**src/rtl/gfx_mem_responder_pkg.sv**
```systemverilog
`default_nettype none
// =============================================================================
// Module   : gfx_mem_pkg
// Purpose  : Shared port indices and the read-tag type for gfx_mem_responder.
// Revision : 1.0
// =============================================================================
package gfx_mem_pkg;

    localparam int NUM_PORTS = 4;
    localparam int PORT_BITS = 2;

    localparam logic [PORT_BITS-1:0] PORT_SPCON = 2'd0;
    localparam logic [PORT_BITS-1:0] PORT_BG0   = 2'd1;
    localparam logic [PORT_BITS-1:0] PORT_BG1   = 2'd2;
    localparam logic [PORT_BITS-1:0] PORT_OV    = 2'd3;

    typedef struct packed {
        logic                 valid;
        logic [PORT_BITS-1:0] port;
    } tag_t;

endpackage
`default_nettype wire

```
**src/rtl/gfx_mem_responder_rr_arbiter4.sv**
```systemverilog
`default_nettype none
// =============================================================================
// Module   : rr_arbiter4
// Purpose  : Four-way round-robin arbiter; search begins at ptr.
// Revision : 1.0
// =============================================================================
module rr_arbiter4
    import gfx_mem_pkg::*;
(
    input  logic [NUM_PORTS-1:0] req,
    input  logic                 en,
    input  logic [PORT_BITS-1:0] ptr,
    output logic [NUM_PORTS-1:0] gnt,
    output logic [PORT_BITS-1:0] gnt_idx,
    output logic [PORT_BITS-1:0] ptr_next
);

    logic [PORT_BITS-1:0] w_idx;
    logic                 w_found;

    always_comb begin
        gnt      = '0;
        gnt_idx  = '0;
        ptr_next = ptr;
        w_found  = 1'b0;
        w_idx    = ptr;
        for (int k = 0; k < NUM_PORTS; k++) begin
            // Index arithmetic wraps naturally in PORT_BITS bits.
            w_idx = ptr + PORT_BITS'(k);
            if (en && !w_found && req[w_idx]) begin
                gnt[w_idx] = 1'b1;
                gnt_idx    = w_idx;
                ptr_next   = w_idx + PORT_BITS'(1);
                w_found    = 1'b1;
            end
        end
    end

endmodule
`default_nettype wire

```
**src/rtl/gfx_mem_responder.sv**
```systemverilog
`default_nettype none
// =============================================================================
// Module   : gfx_mem_responder
// Purpose  : Arbitrates four gfx read requesters onto a fixed-latency memory port.
// Revision : 1.0
// =============================================================================
module gfx_mem_responder
    import gfx_mem_pkg::*;
#(
    parameter int ADDR_BITS   = 16,
    parameter int DATA_BITS   = 16,
    parameter int MEM_LATENCY = 2
)(
    input  logic                 CLK,
    input  logic                 RSTb,

    input  logic [ADDR_BITS-1:0] spcon_memory_address,
    input  logic                 spcon_rvalid,
    output logic [DATA_BITS-1:0] spcon_memory_data,
    output logic                 spcon_rready,

    input  logic [ADDR_BITS-1:0] bg0_memory_address,
    input  logic                 bg0_rvalid,
    output logic [DATA_BITS-1:0] bg0_memory_data,
    output logic                 bg0_rready,

    input  logic [ADDR_BITS-1:0] bg1_memory_address,
    input  logic                 bg1_rvalid,
    output logic [DATA_BITS-1:0] bg1_memory_data,
    output logic                 bg1_rready,

    input  logic [ADDR_BITS-1:0] ov_memory_address,
    input  logic                 ov_rvalid,
    output logic [DATA_BITS-1:0] ov_memory_data,
    output logic                 ov_rready,

    output logic [ADDR_BITS-1:0] mem_address,
    output logic                 mem_rd,
    input  logic [DATA_BITS-1:0] mem_data,
    input  logic                 mem_ready
);

    logic [ADDR_BITS-1:0] w_addr [NUM_PORTS];
    logic [NUM_PORTS-1:0] w_rvalid;
    logic [NUM_PORTS-1:0] w_eligible;
    logic [NUM_PORTS-1:0] w_gnt;
    logic [PORT_BITS-1:0] w_gnt_idx;
    logic [PORT_BITS-1:0] w_ptr_next;
    logic                 w_any;
    tag_t                 w_tail;

    logic [NUM_PORTS-1:0] r_busy;
    logic [NUM_PORTS-1:0] r_rready;
    logic [PORT_BITS-1:0] r_rr_ptr;
    logic [DATA_BITS-1:0] r_data [NUM_PORTS];
    tag_t                 r_tag  [MEM_LATENCY+1];

    assign w_addr[PORT_SPCON] = spcon_memory_address;
    assign w_addr[PORT_BG0]   = bg0_memory_address;
    assign w_addr[PORT_BG1]   = bg1_memory_address;
    assign w_addr[PORT_OV]    = ov_memory_address;

    assign w_rvalid   = {ov_rvalid, bg1_rvalid, bg0_rvalid, spcon_rvalid};
    assign w_eligible = w_rvalid & ~r_busy;
    assign w_any      = |w_gnt;
    assign w_tail     = r_tag[MEM_LATENCY];

    rr_arbiter4 u_arb (
        .req      (w_eligible),
        .en       (mem_ready),
        .ptr      (r_rr_ptr),
        .gnt      (w_gnt),
        .gnt_idx  (w_gnt_idx),
        .ptr_next (w_ptr_next)
    );

    always_ff @(posedge CLK) begin
        if (!RSTb) begin
            r_rr_ptr    <= '0;
            r_busy      <= '0;
            r_rready    <= '0;
            mem_rd      <= 1'b0;
            mem_address <= '0;
            for (int i = 0; i <= MEM_LATENCY; i++) begin
                r_tag[i] <= '0;
            end
            for (int i = 0; i < NUM_PORTS; i++) begin
                r_data[i] <= '0;
            end
        end else begin
            r_rr_ptr <= w_ptr_next;
            // A port stays busy through its rready cycle so a held rvalid is not re-granted.
            r_busy   <= (r_busy | w_gnt) & ~r_rready;
            mem_rd   <= w_any;
            if (w_any) begin
                mem_address <= w_addr[w_gnt_idx];
            end

            r_tag[0] <= '{valid: w_any, port: w_gnt_idx};
            for (int i = 1; i <= MEM_LATENCY; i++) begin
                r_tag[i] <= r_tag[i-1];
            end

            r_rready <= '0;
            if (w_tail.valid) begin
                r_data[w_tail.port]   <= mem_data;
                r_rready[w_tail.port] <= 1'b1;
            end
        end
    end

    assign spcon_memory_data = r_data[PORT_SPCON];
    assign bg0_memory_data   = r_data[PORT_BG0];
    assign bg1_memory_data   = r_data[PORT_BG1];
    assign ov_memory_data    = r_data[PORT_OV];

    assign spcon_rready = r_rready[PORT_SPCON];
    assign bg0_rready   = r_rready[PORT_BG0];
    assign bg1_rready   = r_rready[PORT_BG1];
    assign ov_rready    = r_rready[PORT_OV];

endmodule
`default_nettype wire

```
**config.mk**
```make
export PLATFORM = sky130hd
export DESIGN_NAME = gfx_mem_responder
export DESIGN_NICKNAME = d
export VERILOG_FILES = /design/src/rtl/gfx_mem_responder_pkg.sv /design/src/rtl/gfx_mem_responder_rr_arbiter4.sv /design/src/rtl/gfx_mem_responder.sv
export SDC_FILE = /design/constraint.sdc
export NUM_CORES = 1
export LEC_CHECK = 0
export CORE_MARGIN = 4
export CORE_UTILIZATION = 25
export CTS_CLUSTER_DIAMETER = 60
export CTS_CLUSTER_SIZE = 25
export DETAILED_ROUTE_END_ITERATION = 10
export PLACE_DENSITY = 0.47
export SKIP_LAST_GASP = 1
export SLEW_MARGIN = 20
export SYNTH_ARGS = -nofsm -noshare
export SYNTH_HDL_FRONTEND = slang
export SYNTH_SLANG_ARGS = --single-unit
```
**constraint.sdc**
```tcl
create_clock -name CLK -period 4.52 [get_ports CLK]
set_input_delay 0.678 -clock CLK [delete_from_list [all_inputs] [get_ports CLK]]
set_output_delay 0.678 -clock CLK [all_outputs]
set_load 0.05 [all_outputs]
```
* Word level (Yosys, flattened, before mapping)
Memories as Yosys holds them, arrays and structs flattened.
Cells that the tools add are included.
** Storage, ports and cells
- Memories :: 2
- Input port bits :: 87
- Register bits after elaboration :: 27
- Output and inout port bits :: 85
- RAM bits :: 73
- Word-level logic and storage cells :: 102
** Memories
- r_data :: words 4, width 16, read ports 4, clocked after memory_dff 0, write ports 4, line gfx_mem_responder.sv:55 : logic [DATA_BITS-1:0] r_data [NUM_PORTS];
- r_tag :: words 3, width 3, read ports 3, clocked after memory_dff 0, write ports 3, line gfx_mem_responder.sv:56 : tag_t r_tag [MEM_LATENCY+1];
** Operators by class
- Add/sub/neg operators :: 6
- Reduce and logical (&&, ||, !) cells :: 19
- Bitwise logic cells :: 12
- Mux-type cells :: 47
- Magnitude comparators :: 11
** Operators with widths (count)
- $mux 16 :: 3
- $bmux 16 s2 :: 1
- $mux 1 :: 18
- $mux 2 :: 9
- $mux 4 :: 4
- $or 4x4->4 :: 4
- $reduce_or 16->1 :: 1
- $lt 2x3->1 const B :: 5
- $logic_and 1x1->1 :: 12
- $demux 1 s2 :: 5
- $ge 2x1->1 const B :: 5
- $mux 3 :: 3
- $add 2x1->2 const B :: 4
- $and 4x4->4 :: 2
- $bmux 1 s2 :: 4
- $not 4->4 :: 2
- $add 2x2->2 const B :: 2
- $reduce_bool 4->1 :: 1
- $reduce_or 4->1 :: 1
- $ge 3x3->1 const B :: 1
- $logic_not 1->1 :: 3
- $not 2->3 :: 1
- $or 1x1->1 :: 3
- $reduce_and 2->1 :: 1

* Longest topological paths before layout
- Word-level depth :: 22
- Depth in mapped cells :: 14
- Gate-level depth less buffers :: 9

* Modules after synthesis
From an unflattened synthesis, not the netlist that was laid out.
** Second synthesis, totals
- Cell total of the unflattened synthesis :: 333
- Area, all modules :: 4601.9 um^2
** By module, submodules not included
- gfx_mem_responder :: sequential area each 2622.5 um^2, instances 1, area an instance 3906.2 um^2, cells each 247
- rr_arbiter4 :: sequential area each 0.0 um^2, instances 1, area an instance 695.7 um^2, cells each 86

* Worst setup path before layout
No wires, ideal clock.
- Path kind :: flip-flop to flip-flop
- Start point :: register r_rr_ptr[0]
- End point :: register mem_address[4]
- Arrival :: 3.250 ns
- Path buffers :: 2
- Clock period less this slack :: 3.367 ns
- Stages on the path, launching flop included :: 12
- Required time :: 4.403 ns
- Library setup time :: 0.117 ns
- Slack :: 1.153 ns
- Cell sequence :: dfxtp_1 > bufinv_8 > ha_1 > buf_6 > inv_1 > mux4_2 > nor2_4 > or3_2 > o311ai_4 > buf_2 > mux4_1 > a22o_1
** On the way
- Word-level cells in the longest chain between the ends :: 20
- Elaborated cells on any way between the ends :: 60
- Classes of those cells :: add/sub: 3; order compare: 8; mux: 30; bitwise: 4; reduce/logical: 15
** Ends and longest elaborated chain
- start, declared :: line gfx_mem_responder.sv:54 : logic [PORT_BITS-1:0] r_rr_ptr;
- start signal, assigned :: line gfx_mem_responder.sv:91 : r_rr_ptr <= w_ptr_next;
- branches (longest 20 deep; another with $lt 2x3->1)
- end signal, assigned :: line gfx_mem_responder.sv:96 : mem_address <= w_addr[w_gnt_idx];
- end, declared :: line gfx_mem_responder.sv:37 : output logic [ADDR_BITS-1:0] mem_address,
Parallel ways; which one is timed is not known. The select of a mux whose other input is x is not followed.
A chain may end at the register's enable or synchronous reset.

* Final worst setup path
- Start point :: input port spcon_rvalid
- End point :: register mem_address[5]
** On the way
- Word-level cells in the longest chain between the ends :: 21
- Elaborated cells on any way between the ends :: 38
- Classes of those cells :: mux: 22; bitwise: 5; reduce/logical: 11
** Ends and longest elaborated chain
- start, declared :: line gfx_mem_responder.sv:18 : input logic spcon_rvalid,
- $and 4x4->4 (*) :: line gfx_mem_responder.sv:64 : assign w_eligible = w_rvalid & ~r_busy;
- $bmux 1 s2 :: line gfx_mem_responder_rr_arbiter4.sv:30 : if (en && !w_found && req[w_idx]) begin
- $mux 1 (not written as such) :: line gfx_mem_responder_rr_arbiter4.sv:30
- $logic_and 1x1->1 :: line gfx_mem_responder_rr_arbiter4.sv:30
- $mux 1 :: line gfx_mem_responder_rr_arbiter4.sv:30
- $logic_not 1->1 :: line gfx_mem_responder_rr_arbiter4.sv:30
- $logic_and 1x1->1 (2 in series) :: line gfx_mem_responder_rr_arbiter4.sv:30
- $mux 1 :: line gfx_mem_responder_rr_arbiter4.sv:30
- $logic_not 1->1 :: line gfx_mem_responder_rr_arbiter4.sv:30
- $logic_and 1x1->1 (2 in series) :: line gfx_mem_responder_rr_arbiter4.sv:30
- $mux 1 :: line gfx_mem_responder_rr_arbiter4.sv:30
- $logic_not 1->1 :: line gfx_mem_responder_rr_arbiter4.sv:30
- $logic_and 1x1->1 (2 in series) :: line gfx_mem_responder_rr_arbiter4.sv:30
- $mux 2 :: line gfx_mem_responder_rr_arbiter4.sv:30
- $not 2->3 (not written as such) :: line gfx_mem_responder.sv:96
- $bmux 16 s2 :: line gfx_mem_responder.sv:96
- $mux 16 (not written as such) (2 in series) :: line gfx_mem_responder.sv:96
Mark *: on every way between the ends. The rest lies on a longest branch, timed or not. The select of a mux whose other input is x is not followed.

==> impl_metrics.py <==
metrics = {
    "synthesis": {
        "synth_area_mm2": 0.00456,
        "ys_seq_area_share_pct": 57.5,
        "ys_seq_elements": 99,
        "async_flop_share_pct": 0,
        "synth-edff-count": 64,
        "synth_nets": 421,
        "syn_area_per_cell_um2": 14.0,
        "synth_top_flop_cell": "edfxtp_1",
        "syn_inst": 326,
        "yosysWarnings": 0,
        "ys_types": 53,
    },
    "setup_path": {
        "r2r_slack_ns": 0.97,
        "critPathKind": "in2reg",
        "worstPathArrival_ns": 3.90,
        "crit-reg2reg-capture": "mem_address[5]",
        "reg2reg_depth": 10,
        "endpoint_kind": "flop",
        "cp_max_fo": 10,
        "critPathRequiredTime_ns": 4.75,
        "cp-start-kind": "primary input",
        "rr_startpoint": "r_rr_ptr[0]",
    },
    "final_layout": {
        "post-route-util_pct": 37.7,
        "nFillCells": 1713,
        "nNetsFinal": 593,
        "final_common_cell": "clkdlybuf4s50_1",
        "syn_to_final_growth_pct": 48.5,
        "fin_cells": 732,
        "antenna_cells": 0,
        "final_layout_size_suffix_gt1_share_pct": 10.3,
        "final_cell_mix": "clkdlybuf4s50_1, edfxtp_1, and2_1",
    },
    "drt": {
        "dr_wl_met3_um": 1090,
        "wl_um": 12500,
        "routedWlPerCell_um": 17.1,
        "ant_nets": 0,
        "dr.pass1.iters": 4,
        "drc": 0,
        "vias_per_cell": 4.52,
        "vias": 3307,
        "route.met2.wl_um": 6240,
        "drt-met1-wl_um": 5060,
        "highest_layer": "met4",
        "first_iter_violations": 188,
    },
    "pwr": {
        "vdd_drop_max_mv": 0.216,
        "powerDensity_mw_per_mm2": 485,
        "total_power_w": 0.00328,
        "p_leak_nw": 2.54,
    },
    "cts": {
        "cts-root-buf": "clkbuf_16",
        "htree_levels": 3,
        "clockBufferDepth": 2,
        "numCtsBuffers": 9,
        "clk_pin_slew_ns": 0.07,
        "clk_latency_ns": 0.34,
        "cts_tree": "built",
        "cts_resized": 0,
        "cts_setup_buffers": 0,
        "hold_buffers": 0,
        "cts.sinks": 99,
    },
    "min_path": {
        "hold_path_startpoint": "r_tag[0][1]",
        "min_path_cells": 1,
        "min_to": "r_tag[0][4]",
        "holdCritPathClass": "reg2reg",
    },
    "floorplan": {
        "core_area_mm2": 0.0180,
        "rows": 49,
        "die-height_um": 143,
        "die-area_mm2": 0.0205,
        "ioPinCount": 172,
        "start_util_pct": 25.4,
        "fp.dieW_um": 143,
    },
    "global_route": {
        "grt_pass1_vias": 3481,
        "grt_max_degree": 30,
        "grt_pass1_wl_um": 19000,
        "gr-usage-all-layers_pct": 12.1,
        "grt_overflow": 0,
        "antenna_found_initial": 0,
    },
    "sta": {
        "worst_slew_pin_slew_ns": 0.990,
        "setup_viol": 0,
        "layout_worst_path_cycle_share_pct": 81.1,
        "period_minus_slack_ns": 3.66,
        "fmax_ghz": 0.273,
        "drv_slew": 0,
        "rsz0062_at_grt": "no",
        "tns_ns": 0,
        "slew_headroom_pct": 34.0,
        "hold_viol_final": 0,
        "fin_skew_ns": 0.00790,
    },
    "place": {
        "io_buffers": 171,
        "dpl.hpwl_um": 9200,
        "place_congestion": 0.799,
        "place_inst": 716,
    },
    "run": {
        "cap_violations": 0,
    },
    "status": {
        "status": "complete, no violations",
    },
}
## per-stage QoR
| stage | area [um2] | hold slack [ns] | setup slack, ns |
|---|---|---|---|
| finish | 6770 | 0.433 | 0.856 |
| global route | 6770 | 0.446 | 0.668 |
| CTS | 6770 | 0.438 | 0.848 |
| detailed placement | 6500 | 0.421 | 0.493 |
| global placement | 6500 | 0.414 | 0.588 |
| floorplan | 4560 | 0.412 | 1.15 |
## state kept, by name, indices dropped and copies added (netlist names)
| signal | cells |
|---|---|
| r_busy | 4 |
| mem_address | 16 |
| r_rr_ptr | 2 |
| r_rready | 4 |
| r_data | 64 |
| r_tag | 9 |
## final cells by class
cell class	instances	area (um2)	share of cell area [%]
flip-flops and latches	99	2620	38.7
repair buffers	179	1770	26.2
multi-input cells	202	1780	26.2
clock inverters	6	43.8	0.647
inverters	7	40.0	0.591
clock buffers	10	229	3.38
well taps	229	287	4.23
## synthesized netlist by cell type (all sizes together), types with 3 or more instances
| cell | number | area, um2 |
|---|---|---|
| inv | 6 | 22.5 |
| dfxtp | 35 | 701 |
| a22oi | 4 | 43.8 |
| buf | 11 | 109 |
| nor2b | 5 | 36.3 |
| and2 | 56 | 353 |
| o21ai | 4 | 20.0 |
| nor2 | 8 | 37.5 |
| a22o | 17 | 150 |
| clkbuf | 7 | 26.3 |
| or2b | 3 | 22.5 |
| nor3 | 7 | 35.0 |
| a211oi | 7 | 52.6 |
| ha | 8 | 100 |
| mux4 | 19 | 447 |
| nor4 | 3 | 33.8 |
| nand2 | 11 | 41.3 |
| edfxtp | 64 | 1920 |
| mux2i | 3 | 30.0 |
| a21oi | 3 | 15.0 |
| and3 | 17 | 108 |
| nand2b | 4 | 25.0 |
## worst max-delay path by stage
stage	slack (ns)	end	start
2_1_floorplan	1.15	mem_address[4]	r_rr_ptr[0]
3_3_place_gp	0.59	mem_address[4]	spcon_rvalid
3_5_place_dp	0.49	mem_address[5]	spcon_rvalid
4_1_cts	0.85	mem_address[5]	spcon_rvalid
5_1_grt	0.67	mem_address[6]	spcon_rvalid
6_report	0.86	mem_address[5]	spcon_rvalid
## per-layer routing
metal	global-route usage, %	vias up
met5	0	-
met4	3.00	0
met3	3.82	12
met2	21.1	136
met1	14.4	1584
li1	-	1575
## critical path, cell delays in order
cell and delay, ns:
clkdlybuf4s50_1 0.49, nor2b_1 0.33, mux4_2 0.48, nor2_4 0.08, or3_2 0.49, o311ai_4 0.22
buf_4 0.34, mux4_1 0.57, a22o_1 0.19
## kinds of logic (layout without fill, tap and decap cells)
group / Yosys count / count (layout) / synth area share, %
simple gates: 123 / 123 / 16.8
flops: 99 / 99 / 57.5
compound gates: 48 / 48 / 8.97
buf+inv: 25 / 202 / 3.84
mux: 22 / 22 / 10.5
fa+ha+maj: 8 / 8 / 2.20
xor+xnor: 1 / 1 / 0.192
## power breakdown
| part | switching, W | internal (W) |
|---|---|---|
| clock | 0.000334 | 0.000374 |
| sequential | 0.0000626 | 0.00107 |
| combinational | 0.000797 | 0.000646 |
| total | 0.00119 | 0.00209 |
No activity file was read; power rests on OpenSTA's default activity.
